**src/rtl/disp_scan_ctrl_if.sv**
```systemverilog
// disp_scan_ctrl_if: time/blink inputs and segment/digit pins of the display scanner
interface disp_scan_ctrl_if;
   logic [7:0] hh;
   logic [7:0] mm;
   logic [7:0] ss;
   logic [1:0] blink_sel;
   logic [6:0] seg_n;
   logic [5:0] dig_n;
   logic       blink_phase;
   modport master (output hh, mm, ss, blink_sel, input seg_n, dig_n, blink_phase);
   modport slave  (input hh, mm, ss, blink_sel, output seg_n, dig_n, blink_phase);
endinterface

```
**src/rtl/disp_scan_ctrl.sv**
```systemverilog
// disp_scan_ctrl: 6-digit 7-seg round-robin scanner with field blink and frame snapshot; define LEAD_ZERO_BLANK_EN to blank a zero hours-tens digit
module disp_scan_ctrl #(
   parameter int CLK_HZ   = 50_000_000,
   parameter int SCAN_HZ  = 1000,
   parameter int BLINK_HZ = 2
) (
   input  logic            clk,
   input  logic            rst,
   disp_scan_ctrl_if.slave io_disp
);
   localparam int SCAN_DIV  = CLK_HZ / SCAN_HZ;
   localparam int BLINK_DIV = CLK_HZ / (2 * BLINK_HZ);
   localparam int SW = $clog2(SCAN_DIV);
   localparam int BW = (BLINK_DIV > 1) ? $clog2(BLINK_DIV) : 1;
   localparam logic [SW-1:0] SCAN_MAX  = SW'(SCAN_DIV - 1);
   localparam logic [BW-1:0] BLINK_MAX = BW'(BLINK_DIV - 1);
   logic [SW-1:0] r_scan_cnt;
   logic [2:0]    r_digit;
   logic [BW-1:0] r_blink_cnt;
   logic          r_blink_phase;
   logic [1:0]    r_sel_q;
   logic [23:0]   r_snap;
   logic [6:0]    r_seg_n;
   logic [5:0]    r_dig_n;
   logic [3:0]    w_nib;
   logic [6:0]    w_seg;
   logic          w_lead;
   logic          w_blank;
   logic          w_blink_clr;
   always_comb begin
      w_nib = r_snap[{r_digit, 2'b00} +: 4];
      case (w_nib)
         4'd0:    w_seg = 7'h40;
         4'd1:    w_seg = 7'h79;
         4'd2:    w_seg = 7'h24;
         4'd3:    w_seg = 7'h30;
         4'd4:    w_seg = 7'h19;
         4'd5:    w_seg = 7'h12;
         4'd6:    w_seg = 7'h02;
         4'd7:    w_seg = 7'h78;
         4'd8:    w_seg = 7'h00;
         4'd9:    w_seg = 7'h10;
         default: w_seg = 7'h3F;
      endcase
`ifdef LEAD_ZERO_BLANK_EN
      w_lead = (r_digit == 3'd5) && (r_snap[23:20] == 4'd0);
`else
      w_lead = 1'b0;
`endif
      // digit pairs map to fields as SS=2, MM=1, HH=0 under blink_sel encoding
      w_blank     = (r_scan_cnt == '0) || w_lead ||
                    (r_blink_phase && (r_sel_q == 2'd2 - r_digit[2:1]));
      w_blink_clr = (io_disp.blink_sel == 2'd3) || (io_disp.blink_sel != r_sel_q);
   end
   always_ff @(posedge clk) begin
      if (rst) begin
         r_scan_cnt    <= '0;
         r_digit       <= 3'd0;
         r_blink_cnt   <= '0;
         r_blink_phase <= 1'b0;
         r_sel_q       <= 2'd3;
         r_snap        <= 24'h000000;
         r_seg_n       <= 7'h7F;
         r_dig_n       <= 6'h3F;
      end else begin
         r_scan_cnt <= (r_scan_cnt == SCAN_MAX) ? '0 : r_scan_cnt + 1'b1;
         if (r_scan_cnt == SCAN_MAX)
            r_digit <= (r_digit == 3'd5) ? 3'd0 : r_digit + 3'd1;
         if (r_digit == 3'd0 && r_scan_cnt == '0)
            r_snap <= {io_disp.hh, io_disp.mm, io_disp.ss};
         r_sel_q <= io_disp.blink_sel;
         if (w_blink_clr) begin
            r_blink_cnt   <= '0;
            r_blink_phase <= 1'b0;
         end else if (r_blink_cnt == BLINK_MAX) begin
            r_blink_cnt   <= '0;
            r_blink_phase <= ~r_blink_phase;
         end else begin
            r_blink_cnt   <= r_blink_cnt + 1'b1;
         end
         r_dig_n <= w_blank ? 6'h3F : ~(6'd1 << r_digit);
         r_seg_n <= w_blank ? 7'h7F : w_seg;
      end
   end
   assign io_disp.seg_n       = r_seg_n;
   assign io_disp.dig_n       = r_dig_n;
   assign io_disp.blink_phase = r_blink_phase;
endmodule

```
**src/flat_wrapper.sv**
```systemverilog
// flat-port wrapper written by rule: the top's interface ports become plain ports
module disp_scan_ctrl_flat 
#(
   parameter int CLK_HZ   = 50_000_000,
   parameter int SCAN_HZ  = 1000,
   parameter int BLINK_HZ = 2
)
  (clk, rst, io_disp_hh, io_disp_mm, io_disp_ss, io_disp_blink_sel, io_disp_seg_n, io_disp_dig_n, io_disp_blink_phase);
  disp_scan_ctrl_if io_disp_i ();
  input  logic clk;
  input  logic rst;
  input wire logic [$bits(io_disp_i.hh)-1:0] io_disp_hh;
  input wire logic [$bits(io_disp_i.mm)-1:0] io_disp_mm;
  input wire logic [$bits(io_disp_i.ss)-1:0] io_disp_ss;
  input wire logic [$bits(io_disp_i.blink_sel)-1:0] io_disp_blink_sel;
  output wire logic [$bits(io_disp_i.seg_n)-1:0] io_disp_seg_n;
  output wire logic [$bits(io_disp_i.dig_n)-1:0] io_disp_dig_n;
  output wire logic [$bits(io_disp_i.blink_phase)-1:0] io_disp_blink_phase;
  assign io_disp_i.hh = io_disp_hh;
  assign io_disp_i.mm = io_disp_mm;
  assign io_disp_i.ss = io_disp_ss;
  assign io_disp_i.blink_sel = io_disp_blink_sel;
  assign io_disp_seg_n = io_disp_i.seg_n;
  assign io_disp_dig_n = io_disp_i.dig_n;
  assign io_disp_blink_phase = io_disp_i.blink_phase;
  disp_scan_ctrl #(.CLK_HZ(CLK_HZ), .SCAN_HZ(SCAN_HZ), .BLINK_HZ(BLINK_HZ)) u_core (.clk(clk), .rst(rst), .io_disp(io_disp_i));
endmodule
```
**config.mk**
```make
export PLATFORM = sky130hd
export DESIGN_NAME = disp_scan_ctrl_flat
export DESIGN_NICKNAME = d
export VERILOG_FILES = /design/src/rtl/disp_scan_ctrl_if.sv /design/src/rtl/disp_scan_ctrl.sv /design/src/flat_wrapper.sv
export SDC_FILE = /design/constraint.sdc
export NUM_CORES = 1
export LEC_CHECK = 0
export CORE_ASPECT_RATIO = 1.5
export CORE_MARGIN = 2
export CORE_UTILIZATION = 56
export CTS_CLUSTER_SIZE = 20
export DETAILED_ROUTE_END_ITERATION = 8
export PLACE_DENSITY = 0.86
export SLEW_MARGIN = 0
export SYNTH_ARGS = -nofsm -noshare
export SYNTH_HDL_FRONTEND = slang
export SYNTH_SLANG_ARGS = --single-unit
export TNS_END_PERCENT = 100
```
**constraint.sdc**
```tcl
create_clock -name clk -period 2.3 [get_ports clk]
set_clock_uncertainty 0.2 [all_clocks]
set_input_delay 0.345 -clock clk [delete_from_list [all_inputs] [get_ports clk]]
set_output_delay 0.345 -clock clk [all_outputs]
set_load 0.005 [all_outputs]
```
* After elaboration in Yosys (flattened, before gate mapping)
Memories as Yosys holds them, arrays and structs flattened. A register that Yosys moved wholly into a read port is not among the register bits.
Cells that the tools add are included.
** Storage, ports and cells
- Bits of input ports :: 28
- Memories kept :: 1
- ROM bits :: 112
- Register bits :: 76
- Output and inout port bits :: 14
- Logic and storage cells :: 33
** Memory list
- (no name shown) :: words 16, bits a word 7, rd ports 1, clocked after Yosys merged registers in 1, write ports 0, line disp_scan_ctrl.sv:32 : case (w_nib)
** Operators by class
- Bitwise operators :: 2
- Shifts and indexed selects :: 2
- Muxes and demuxes :: 1
- Reduce and logical (&&, ||, !) cells :: 10
- Add/sub/neg operators :: 4
- Equality and inequality tests :: 6
** Operators with widths (number)
- 24-bit by 1-bit adder with 24-bit output, second input constant :: 1
- 24-bit == test, second input constant :: 1
- 24-bit by 6-bit indexed part select with 4-bit output :: 1
- 16-bit by 1-bit adder with 16-bit output, second input constant :: 1
- 16-bit == test, second input constant :: 1
- 16-bit logical NOT :: 1
- 6-bit inverter :: 1
- 2-bit OR reduction :: 3
- 1-bit by 3-bit left shift with 6-bit output, first input constant :: 1
- 3-bit by 1-bit adder with 3-bit output, second input constant :: 1
- 3-bit == test, second input constant :: 1
- 3-bit logical NOT :: 1
- 3-bit 2-to-1 mux :: 1
- 3-bit OR reduction :: 1
- 2-bit == test :: 1
- 2-bit == test, second input constant :: 1
- 1-bit logical AND :: 2
- 1-bit logical OR :: 2
- 2-bit inequality test :: 1
- 2-bit subtractor, first input constant :: 1
- 1-bit inverter :: 1

* Depth between registers and ports, before layout
Gate-level depths: netlist of the first run.
- Depth in word-level cells :: 5
- Mapped depth :: 9
- Mapped depth without buffers :: 7

* Least setup slack after synthesis of the first run
Ideal clock, no wire load.
- Path type :: register to register
- Start point :: register u_core.r_digit[0]
- End point :: register u_core.r_seg_n[4] (netlist: u_core.io_disp.seg_n[4])
- Clock period less this slack :: 1.962 ns
- Library setup time :: 0.070 ns
- Buffers on the path :: 1
- Required time :: 2.030 ns
- Arrival :: 1.692 ns
- Path slack :: 0.338 ns
- Stages on the path, launching flop included :: 9
- Path through :: dfxtp_1 buf_2 mux2i_1 o21ai_0 nand2_1 inv_1 ha_1 mux2_2 a21oi_1
** Between the ends
- Longest elaborated chain between the ends :: 1
** RTL lines
- start, declared :: line disp_scan_ctrl.sv:18 : logic [2:0] r_digit;
- start signal, assigned :: line disp_scan_ctrl.sv:68 : r_digit <= (r_digit == 3'd5) ? 3'd0 : r_digit + 3'd1;
- 24-bit by 6-bit indexed part select with 4-bit output :: line disp_scan_ctrl.sv:31 : w_nib = r_snap[{r_digit, 2'b00} +: 4];
- end, declared :: line disp_scan_ctrl.sv:23 : logic [6:0] r_seg_n;
No other way between the ends.
A chain may end at the register's enable or synchronous reset.

* Final worst setup path of the first run
- Start point :: register u_core.r_scan_cnt[0]
- End point :: register u_core.r_dig_n[4] (netlist: u_core.io_disp.dig_n[4])
** Between the ends
- Longest elaborated chain between the ends :: 3
** RTL lines
- start, declared :: line disp_scan_ctrl.sv:17 : logic [SW-1:0] r_scan_cnt;
- start signal, assigned :: line disp_scan_ctrl.sv:66 : r_scan_cnt <= (r_scan_cnt == SCAN_MAX) ? '0 : r_scan_cnt + 1'b1;
- 16-bit logical NOT :: line disp_scan_ctrl.sv:51 : w_blank = (r_scan_cnt == '0) || w_lead ||
- 1-bit logical OR :: line disp_scan_ctrl.sv:51
- 2-bit OR reduction (no source line)
- end signal, assigned :: line disp_scan_ctrl.sv:81 : r_dig_n <= w_blank ? 6'h3F : ~(6'd1 << r_digit);
- end, declared :: line disp_scan_ctrl.sv:24 : logic [5:0] r_dig_n;
No other way between the ends.

==> flow_summary.toml, run 1 <==
[outcome]
status = "completed"

[power_and_ir_drop]
p_int_w = 0.00222
powerDensity_mw_per_mm2 = 638
power_frac_comb_pct = 13.5
p_leak_nw = 1.67
seqPwrFrac_pct = 52.2
ir_drop_uv = 589
power.switching_w = 0.000727
p_sw_share_pct = 24.7
p_clk_share_pct = 34.3

[floorplan]
fp.dieH_um = 106
dieArea_mm2 = 0.00764
chipWidth_um = 72.0
start_util_pct = 57.1
io_pins = 42
design.core.area_mm2 = 0.00681
num_rows = 37

[clock_network]
htreeDepth = 3
clockBufferDepth = 2
clk_pin_slew_ps = 80
clockRootBuffer = "clkbuf_8"
post-cts-setup-buffers = 0
cts-resized-gates = 0
cts-buffers-inserted = 9
clk_latency_ps = 360
clkSinkCount = 83
cts.hold.buffers_added = 0
tritoncts = "built"

[global_routing]
grt_pass1_wl_um = 13100
grt_max_degree = 29
track_usage_pct = 22.1
first_global_vias = 3076
grt_overflow = 0
antenna_found_initial = 0

[finish]
synthToLayoutAreaGrowth_pct = 18.7
n_antenna_cell = 0
regArea_mm2 = 0.00166
nets = 511
multi_input_area_mm2 = 0.00206
finish.utilization_pct = 67.8
final_layout_size_suffix_gt1_share_pct = 19.1
fillers = 524

[synthesis]
ys_seq_elements = 83
netlist_area_mm2 = 0.00389
synth_edf_count = 0
synth-main-ff-cell = "dfxtp_1"
yosysSeqAreaShare_pct = 42.8
synth.avg_cell_area_um2 = 9.19
ys_async_sr_fraction_pct = 0
yosysWarnings = 0
synth_cell_type_count = 51
synth_nets = 461
netlist_instances = 423

[worst_hold_path]
whs_path_depth = 2
hold_path.class = "flop to flop"

[worst_setup_path]
critical_path.top_delay_family = "simple AND/OR/NAND/NOR gates"
crit_type = "flop to flop"
reg2reg_depth = 6
crit_required_ps = 2340
cp.arrival_ps = 2120
cp-start-kind = "flop"
cp.buffers_inverters = 1
path_max_fanout = 4
cp_num_cells = 6
worstSetupEndpointType = "flop"
r2r_slack_ps = 220
cp_cell_sequence = "inv_1, ha_1, nor4b_2, and4_1, a211o_1, or4_1"
critPathSlowestCell = "or4_1"
cp_slowest_stage_delay_ps = 410

[sta]
setup_violations = 0
setup_slack_ps = 216
fmax_ghz = 0.480
min_period_ps = 2080
rsz0062_at_grt = "no"
setup_tns_ps = 0
hold_viol_final = 0
slew_headroom_pct = 66.7
fin_crit_sh_pct = 90.6
worst_pin_slew_ps = 497
drv_slew = 0

[route]
wl_um = 7700
wl_per_cell_um = 13.9
vias = 3015
viasPerCell = 5.44
drc = 0
drtIter0Drc = 130
ant_nets = 0
firstDrtPassIters = 4

[place]
numPortBuffers = 41
place_congestion = 0.867
dp_hpwl_um = 5630
dp_worst_setup_slack_ps = 104

[job]
cap_violations = 0
[sequential cells by signal, indices dropped and copies added, names as in the netlist]
| register | cells |
|---|---|
| u_core.r_digit | 3 |
| u_core.r_snap | 24 |
| u_core.io_disp.dig_n | 6 |
| u_core.io_disp.seg_n | 7 |
| u_core.r_scan_cnt | 16 |
| u_core.r_blink_cnt | 24 |
| u_core.r_sel_q | 2 |
| u_core.io_disp.blink_phase | 1 |
[layer usage]
layer	GRT usage, %	share of wire (%)	vias to the layer above
met5	0	0	-
met4	15.4	3.9	0
met3	4.17	3.2	28
met2	38.2	53	63
met1	23.7	40	1396
li1	-	-	1528
[worst register-to-register path: stages, from the launching register on]
cell	delay (ps)
dfxtp_1	380
inv_1	60
ha_1	190
nor4b_2	170
and4_1	210
a211o_1	340
or4_1	420
[through the flow]
| stage | hold slack, ps | std cells | instance area, µm² | power, W |
|---|---|---|---|---|
| after detailed placement | 251 | 540 | 4430 | 0.00197 |
| after CTS | 260 | 554 | 4610 | 0.00295 |
| after global routing | 278 | 554 | 4610 | 0.00306 |
| after global placement | 242 | 540 | 4430 | 0.00195 |
| final | 260 | 554 | 4610 | 0.00294 |
| after floorplan | 230 | 423 | 3890 | 0.00182 |
[Yosys cell counts (all sizes together) (6+ instances only)]
library cell  count  area share [%]
dfxtp            83              43
o21ai             7            0.90
nor2             50             4.9
clkbuf            6            0.58
xnor2            20             4.5
nand3            16             2.1
buf              12             2.4
ha               10             3.2
xor2             18             4.1
nand2            71             8.1
nor3             10             1.8
and4              8             1.9
mux2i            16             4.1
nand4             9             2.0
a21oi            32             6.1
inv              13             1.3
[cells in the final DEF, fill, tap and decap left out, types with 3 or more instances in the layout]
| cell | netlist | layout |
|---|---|---|
| dfxtp_1 | 83 | 81 |
| nand2_1 | 51 | 51 |
| nor2_1 | 49 | 48 |
| clkdlybuf4s50_1 | 0 | 41 |
| xnor2_1 | 20 | 20 |
| nand2_2 | 20 | 20 |
| a21oi_2 | 20 | 20 |
| xor2_1 | 18 | 18 |
| mux2i_1 | 16 | 16 |
| nand3_1 | 16 | 16 |
| buf_4 | 5 | 14 |
| inv_1 | 13 | 13 |
| a21oi_1 | 12 | 12 |
| ha_1 | 10 | 10 |
| clkbuf_8 | 0 | 10 |
| nand4_1 | 7 | 7 |
| nor3_1 | 6 | 6 |
| and4_1 | 6 | 6 |
| and3_1 | 5 | 5 |
| a22oi_1 | 4 | 4 |
| nor3_2 | 4 | 4 |
| o21ai_1 | 4 | 4 |
| o21ai_0 | 3 | 3 |
| or2_2 | 3 | 3 |
| or3_1 | 3 | 3 |
[final timing paths]
path,to,start
setup reg to reg,u_core.io_disp.dig_n[4],u_core.r_scan_cnt[0]
setup / recovery,u_core.io_disp.dig_n[4],u_core.r_scan_cnt[0]
hold reg to reg,u_core.r_snap[15],u_core.r_snap[15]
hold / removal,u_core.r_snap[15],u_core.r_snap[15]
[power groups by stage]
stage	logic [W]	clock network [W]	registers, W
after floorplan	0.000254	0	0.00156
after global placement	0.000386	0	0.00157
after detailed placement	0.000398	0	0.00157
after CTS	0.000400	0.00102	0.00154
after global routing	0.000438	0.00108	0.00154
final	0.000398	0.00101	0.00154
[logic make-up (layout without fill, tap and decap cells)]
logic type / after synthesis / count (layout) / synth area share [%]
mux: 19 / 19 / 4.99
buf+inv: 31 / 84 / 4.19
xor+xnor: 38 / 38 / 8.56
fa+ha+maj: 10 / 10 / 3.22
simple gates: 191 / 191 / 26.8
compound gates: 51 / 51 / 9.53
flops: 83 / 83 / 42.8
[area by class of cell]
class                      count  share of cell area (%)
inverter                      13                    1.06
tap                           78                    2.12
clock inverter                 3                   0.868
sequential                    83                    36.1
timing repair buffer          57                    12.0
multi-input combinational    309                    44.8
clock buffer                  11                    3.07
No activity file was read; power rests on OpenSTA's default activity.
==> inputs of run 2 (changes only) <==
Settings changed: CORE_UTILIZATION 56 to 58, CTS_BUF_LIST set to sky130_fd_sc_hd__clkbuf_8, PLACE_DENSITY 0.86 to 0.89.
==> flow_summary.toml, run 2 (synthesis gave the netlist of run 1 again) <==
[clock_network]
clk_pin_slew_ps = 70
clockRootBuffer = "clkbuf_8"
tritoncts = "built"
clockBufferDepth = 2
clk_latency_ps = 350
clkSinkCount = 83
cts-buffers-inserted = 9
htreeDepth = 3

[sta]
hold_viol_final = 0
fmax_ghz = 0.458
worst_pin_slew_ps = 490
slew_headroom_pct = 67.1
worst_hold_slack_ps = 255
rsz0062_at_grt = "no"
drv_slew = 0
setup_violations = 0
setup_tns_ps = 0
fin_crit_sh_pct = 94.8
min_period_ps = 2180

[route]
wl_um = 7500
viasPerCell = 5.51
wl_per_cell_um = 13.5
drtIter0Drc = 194
drc = 0
vias = 3055
ant_nets = 0
firstDrtPassIters = 4

[global_routing]
first_global_vias = 2955
grt_pass1_wl_um = 13100
grt_overflow = 0
track_usage_pct = 22.0
antenna_found_initial = 0
grt_max_degree = 29

[place]
dp_cells = 538
place_congestion = 0.864
numPortBuffers = 41
dp_hpwl_um = 5560

[floorplan]
io_pins = 42
chipWidth_um = 70.8
fp.dieH_um = 104
dieArea_mm2 = 0.00738
start_util_pct = 59.9
num_rows = 36
design.core.area_mm2 = 0.00649

[worst_setup_path]
path_max_fanout = 8
crit_required_ps = 2320
cp.arrival_ps = 2210
critPathSlowestCell = "dfxtp_1"
cp.buffers_inverters = 2
crit_top_cell = "mux2i_1"
cp-start-kind = "flop"
critical_path.top_delay_family = "flip-flops"
crit_type = "flop to flop"
worstSetupEndpointType = "flop"
cp_cell_sequence = "buf_4, mux2i_1, o21ai_0, nand2_1, ha_1, inv_1, mux2i_1, a21oi_1"
cp_slowest_stage_delay_ps = 530

[finish]
layout_commonest_cell = "dfxtp_1"
reg_top3 = "u_core.r_blink_cnt: 24 flops, u_core.r_snap: 24 flops, u_core.r_scan_cnt: 16 flops"
synthToLayoutAreaGrowth_pct = 18.8
finish.utilization_pct = 71.2
n_antenna_cell = 0
instances_no_fill = 554
nets = 511
final_cell_mix = "82 x dfxtp_1, 51 x nand2_1, 49 x nor2_1, 41 x clkdlybuf4s50_1"
final_layout_size_suffix_gt1_share_pct = 18.6

[outcome]
status = "completed"

[power_and_ir_drop]
p_total_w = 0.00299
ir_drop_uv = 511
p_leak_nw = 1.69
powerDensity_mw_per_mm2 = 648

[worst_hold_path]
hold_path.class = "flop to flop"

[job]
cap_violations = 0
## run 2: cell count changes in the layout (fill, tap and decap cells not counted), sizes merged
| cell | previous run | this run |
|---|---|---|
| inv | 13 | 16 |
| clkbuf | 11 | 12 |
| clkinv | 2 | 0 |
## run 2: worst paths after layout
kind | start | to | slack (ps) | depth (start not counted)
min | u_core.r_snap[1] | u_core.r_snap[1] | 250 | 2
max reg2reg | u_core.r_digit[0] | u_core.io_disp.seg_n[3] | 120 | 8
min reg2reg | u_core.r_snap[1] | u_core.r_snap[1] | 250 | 2
max | u_core.r_digit[0] | u_core.io_disp.seg_n[3] | 120 | 8
## run 2: where the power goes
part / leakage, nW / internal [W] / switching, W
registers: 0.677 / 0.00150 / 0.0000349
clock network: 0.116 / 0.000580 / 0.000483
logic: 0.892 / 0.000191 / 0.000202
total: 1.69 / 0.00227 / 0.000720
## run 2: metal layers
layer / routed length [µm] / track usage, % / vias up
li1: - / - / 1525
met1: 3030 / 24.7 / 1444
met2: 3980 / 38.0 / 65
met3: 236 / 4.55 / 21
met4: 255 / 12.4 / 0
met5: 0 / 0 / -
## run 2: through the flow
stage          setup WS [ps]  area [µm²]
2_1_floorplan            338        3890
3_3_place_gp             150        4410
3_5_place_dp            47.0        4410
4_1_cts                 20.0        4620
5_1_grt                 3.83        4620
6_report                 119        4620
## run 2: cell type report
type	instances	area, µm²
Multi-Input combinational cell	309	2060
Fill cell	484	1870
Sequential cell	83	1660
Timing Repair Buffer	57	543
Clock buffer	12	165
Tap cell	76	95.1
Inverter	13	48.8
Clock inverter	4	41.3
## run 2: repair_timing
| action | 4_1_cts | 5_1_grt |
|---|---|---|
| gates resized for setup | 0 | 1 |
| setup buffers | 0 | 0 |
| setup endpoints to repair | 0 | 6 |
| hold buffers | 0 | 0 |
## run 2: worst min-delay path, cell delays in order (launching register included)
cell and delay, ps:
dfxtp_1 310, nand2_1 50, a21oi_1 50
==> inputs of run 3 (changes only) <==
Settings changed: GPL_TIMING_DRIVEN set to 1.
==> results of run 3 <==
The final DEF is identical to that of run 2; final timing and power are the same.
